## config.mk

```make
export PLATFORM = sky130hd
export DESIGN_NAME = eeprom_addr_ptr
export DESIGN_NICKNAME = d
export VERILOG_FILES = /design/src/rtl/eeprom_addr_ptr.sv
export SDC_FILE = /design/constraint.sdc
export NUM_CORES = 1
export LEC_CHECK = 0
export ABC_AREA = 1
export ABC_CLOCK_PERIOD_IN_PS = 1150
export CORE_MARGIN = 2
export CORE_UTILIZATION = 42
export CTS_CLUSTER_DIAMETER = 60
export DETAILED_ROUTE_END_ITERATION = 6
export PLACE_DENSITY_LB_ADDON = 0.08
export SLEW_MARGIN = 20
export SYNTH_ARGS = -nofsm -noshare
export SYNTH_HDL_FRONTEND = slang
export SYNTH_SLANG_ARGS = --single-unit
```

## constraint.sdc

```tcl
create_clock -name clk -period 1.15 [get_ports clk]
set_clock_uncertainty 0.05 [all_clocks]
set_input_delay 0.23 -clock clk [delete_from_list [all_inputs] [get_ports clk]]
set_output_delay 0.23 -clock clk [all_outputs]
set_load 0.02 [all_outputs]
```

## src/rtl/eeprom_addr_ptr.sv

```systemverilog
// EEPROM word-address pointer: multi-byte address load, then
// per-data-byte increment with page wrap (write) or array wrap (read).
module eeprom_addr_ptr #(
  parameter int ADDR_W     = 8,
  parameter int PAGE_W     = 3,
  parameter int ADDR_BYTES = 1
) (
  input  logic                     clk,
  input  logic                     rst,
  input  logic                     addr_start,
  input  logic                     addr_byte_vld,
  input  logic [7:0]               addr_byte,
  input  logic                     mode,
  input  logic                     inc,
  output logic [ADDR_W-1:0]        addr_o,
  output logic [ADDR_W-PAGE_W-1:0] page_o,
  output logic [PAGE_W-1:0]        word_o,
  output logic                     addr_valid,
  output logic                     page_wrap,
  output logic                     array_wrap,
  output logic [PAGE_W:0]          wr_count,
  output logic                     ovf
);

  localparam int AW = ADDR_BYTES * 8;
  localparam logic [1:0] LAST = 2'(ADDR_BYTES - 1);
  localparam logic [PAGE_W:0] WMAX = {1'b1, {PAGE_W{1'b0}}};

  typedef enum logic [1:0] {IDLE, LOAD, READY} state_e;

  state_e            state_q, state_d;
  logic [1:0]        idx_q, idx_d, idx_base;
  logic [AW-1:0]     asm_q, asm_d;
  logic [AW+7:0]     asm_cat;
  logic [ADDR_W-1:0] addr_q, addr_d;
  logic [PAGE_W:0]   wrc_q, wrc_d;
  logic [PAGE_W-1:0] word_nx;
  logic              pw_q, pw_d;
  logic              aw_q, aw_d;
  logic              ovf_q, ovf_d;
  logic              take_byte, do_inc;
  logic              unused_bits;

  always_comb begin
    state_d  = state_q;
    idx_d    = idx_q;
    asm_d    = asm_q;
    addr_d   = addr_q;
    wrc_d    = wrc_q;
    ovf_d    = ovf_q;
    pw_d     = 1'b0;
    aw_d     = 1'b0;
    idx_base = addr_start ? 2'd0 : idx_q;
    asm_cat  = {addr_start ? {AW{1'b0}} : asm_q, addr_byte};
    word_nx  = addr_q[PAGE_W-1:0] + PAGE_W'(1);
    take_byte = addr_byte_vld && (addr_start || state_q == LOAD);
    do_inc    = inc && !addr_start && state_q == READY;

    if (addr_start) begin
      state_d = LOAD;
      idx_d   = 2'd0;
      wrc_d   = '0;
      ovf_d   = 1'b0;
    end

    unique case (1'b1)
      take_byte: begin
        asm_d = asm_cat[AW-1:0];
        if (idx_base == LAST) begin
          addr_d  = asm_cat[ADDR_W-1:0];
          state_d = READY;
          idx_d   = 2'd0;
        end else begin
          idx_d = idx_base + 2'd1;
        end
      end
      do_inc && mode: begin
        addr_d = addr_q + ADDR_W'(1);
        aw_d   = &addr_q;
      end
      do_inc && !mode: begin
        // Column wraps inside the page; row is never touched.
        addr_d = {addr_q[ADDR_W-1:PAGE_W], word_nx};
        pw_d   = &addr_q[PAGE_W-1:0];
        if (wrc_q == WMAX) ovf_d = 1'b1;
        else wrc_d = wrc_q + (PAGE_W+1)'(1);
      end
      default: ;
    endcase
  end

  always_ff @(posedge clk) begin
    if (rst) begin
      state_q <= IDLE;
      idx_q   <= '0;
      asm_q   <= '0;
      addr_q  <= '0;
      wrc_q   <= '0;
      ovf_q   <= 1'b0;
      pw_q    <= 1'b0;
      aw_q    <= 1'b0;
    end else begin
      state_q <= state_d;
      idx_q   <= idx_d;
      asm_q   <= asm_d;
      addr_q  <= addr_d;
      wrc_q   <= wrc_d;
      ovf_q   <= ovf_d;
      pw_q    <= pw_d;
      aw_q    <= aw_d;
    end
  end

  assign addr_o      = addr_q;
  assign page_o      = addr_q[ADDR_W-1:PAGE_W];
  assign word_o      = addr_q[PAGE_W-1:0];
  assign addr_valid  = (state_q == READY);
  assign page_wrap   = pw_q;
  assign array_wrap  = aw_q;
  assign wr_count    = wrc_q;
  assign ovf         = ovf_q;
  assign unused_bits = ^asm_cat;

endmodule

```

==> results.yml <==
setup_path:
  cp_num_buf_inv: 2
  cp_slowest_cell: "dfxtp_2"
  cp-start-kind: "flop"
  worstPathCellList: "buf_6 -> inv_4 -> nand2_4 -> nand4_1 -> nand2_2 -> nand3_2 -> nor2_1 -> nor2_1"
  worst_ep_required_time_ns: 1.32
  crit_path_max_fanout: 6
  crit_path_end_kind: "flop"
  crit_arrival_ns: 1.46
  crit_family: "simple AND/OR/NAND/NOR gates"
  critPathMaxStageDelay_ns: 0.37
  critPathKind: "flop to flop"
  crit_top_cell: "nor2_1"
timing:
  worst_pin_slew_ns: 0.319
  slew_viol_final: 0
  rsz0062_at_grt: "yes"
  finalCritPeriodShare_pct: 112
  fmax_ghz: 0.777
  worst_slack_ns: -0.137
  slew_headroom_pct: 78.7
  period_needed_ns: 1.29
  finalSetupViolations: 17
  finalHoldViolations: 0
  final.setup.tns_ns: -1.67
  holdWs_ns: 0.421
cells_and_area:
  fin_area_mm2: 0.00185
  layout.nets: 266
  regArea_um2: 403
  n_antenna_cell: 0
  fillers: 245
  final_common_cell: "nand2_1"
  multi_input_area_um2: 777
  fin_util_pct: 66.5
  drive_gt1_share_pct: 43.0
  area_growth_pct: 49.4
  layout_common_cells: "nand2_1 (45), buf_4 (32), nor2_1 (24), inv_1 (16), buf_2 (15)"
logic_synthesis:
  synth.top_cell.area_share_pct: 30.7
  yosysSeqAreaShare_pct: 30.7
  yosysWarnings: 0
  yosys.area.top_type: "dfxtp_1"
  synth_area_mm2: 0.00124
  syn_inst: 184
  yosys-top-cells-area: "dfxtp_1 (31%), nand2_1 (15%), nor2_1 (8.5%)"
  avgSynthCellArea_um2: 6.73
  synth.distinct_cells: 24
  synth_nets: 205
  synth-seq-cells: 19
job:
  cap_violations: 0
status:
  status: "finished with violations"
  violations: "negative setup slack"
floorplan:
  die_area_mm2: 0.00340
  fp.dieW_um: 58.3
  core-area_mm2: 0.00278
  fp.dieH_um: 58.3
  initial_core_util_pct: 44.5
  rows: 19
  num_io_pins: 38
power:
  max-vdd-ir-drop_uv: 572
  power.internal_mw: 1.07
  pwr-share-comb_pct: 32.0
  leakagePower_nw: 0.938
  p_clk_share_pct: 22.7
  p_switching_mw: 0.556
  seq_power_share_pct: 45.3
  swShare_pct: 34.3
  p_per_area_mw_per_mm2: 876
clock_network:
  htreeDepth: 1
  cts.clk_slew.worst_paths_ns: 0.12
  cts-hold-fix-buffers: 0
  cts_max_path_buffers: 2
  clock_latency_ns: 0.31
  clock_sinks: 19
  cts_inserted_buffers: 3
  cts_tree: "built"
  clockRootBuffer: "clkbuf_4"
hold_path:
  hold_class: "flop to flop"
global_route:
  grt_antenna_before_repair: 0
  grt_pass1_vias: 1202
  gr-total-overflow: 0
  grt_pass1_wl_mm: 4.83
  grt_util_all_layers_pct: 17.9
  grt_max_degree: 12
routing:
  routed_wl_mm: 3.11
  wl_per_cell_um: 11.3
  vias: 1354
  antenna_left: 0
  drtPass1Iterations: 4
  via_per_inst: 4.92
  drt_iter0_drc: 41
  drcViolationCount: 0
placement:
  dpl_cell_area_mm2: 0.00180
  io_buffers: 37
  gp_congestion: 0.894
  hpwlAfterDp_mm: 2.30
[power by group through the flow]
stage | Sequential [mW] | Clock [mW] | Combinational, mW
2_1_floorplan | 0.785 | 0 | 0.253
3_3_place_gp | 0.744 | 0 | 0.505
3_5_place_dp | 0.745 | 0 | 0.511
4_1_cts | 0.730 | 0.369 | 0.482
5_1_grt | 0.740 | 0.391 | 0.564
6_report | 0.734 | 0.368 | 0.519
[cells by family after synthesis]
logic type	Yosys count	share of synthesized area (%)
buffers and inverters	32	13.4
adder cells (fa/ha/maj)	7	7.07
AND/OR/NAND/NOR	109	41.6
XOR/XNOR	1	0.707
flip-flops	19	30.7
AO/OA/AOI/OAI	16	6.46
[layer usage]
layer | GRT usage [%] | wire length, µm
met3 | 2.20 | 168
met1 | 23.7 | 1380
met2 | 29.4 | 1490
met5 | 0 | 0
met4 | 7.97 | 70
[registers in the layout, indices dropped and copies added, names as in the netlist]
name / count
wr_count: 4
addr_o: 8
state_q: 2
array_wrap: 1
idx_q: 2
page_wrap: 1
ovf: 1
[what timing repair did]
action,4_1_cts,5_1_grt
pin swaps,8,9
resized for setup,114,20
buffers inserted,1,4
setup endpoints to repair,42,27
[worst register-to-register path: stages, from the launching register on]
cell and delay [ns]:
dfxtp_2 0.37, buf_6 0.11, inv_4 0.03, nand2_4 0.08, nand4_1 0.17, nand2_2 0.18
nand3_2 0.08, nor2_1 0.09, nor2_1 0.04
[synthesized netlist by cell type]
| library cell | n |
|---|---|
| nor2_1 | 28 |
| nand3_2 | 3 |
| nor4_1 | 1 |
| nand2_2 | 6 |
| o21ai_0 | 7 |
| a21oi_1 | 6 |
| nand3_4 | 1 |
| clkinv_2 | 1 |
| nand2_4 | 2 |
| nand3_1 | 12 |
| nand2_1 | 49 |
| nor2_4 | 2 |
| inv_1 | 19 |
| ha_1 | 7 |
| dfxtp_1 | 19 |
| or2_0 | 1 |
| xnor2_1 | 1 |
| buf_4 | 8 |
| nor3_1 | 1 |
| nand4_1 | 1 |
| buf_6 | 2 |
| inv_2 | 2 |
| nor2_2 | 2 |
| o21ai_1 | 3 |
[final timing paths]
kind / from / to / slack, ns / depth (start not counted)
worst max-delay path: state_q[0] / addr_o[7] / -0.14 / 8
worst max register to register: state_q[0] / addr_o[7] / -0.14 / 8
worst min register to register: ovf / ovf / 0.42 / 2
worst min-delay path: ovf / ovf / 0.42 / 2
[final cells by class]
| type | count | area share (%) |
|---|---|---|
| Timing Repair Buffer | 66 | 27.7 |
| Tap cell | 31 | 2.10 |
| Clock buffer | 3 | 1.22 |
| Sequential cell | 19 | 21.8 |
| Clock inverter | 1 | 0.270 |
| Multi-Input combinational cell | 133 | 42.0 |
| Inverter | 22 | 5.00 |
[stage by stage]
step           worst slack (ns)  std cells  power, mW
3_5_place_dp             -0.639        267       1.26
2_1_floorplan           -0.0160        184       1.04
4_1_cts                  -0.123        272       1.58
3_3_place_gp             -0.582        267       1.25
6_report                 -0.137        275       1.62
5_1_grt                  -0.231        275       1.69
No activity file was read; power rests on OpenSTA's default activity.
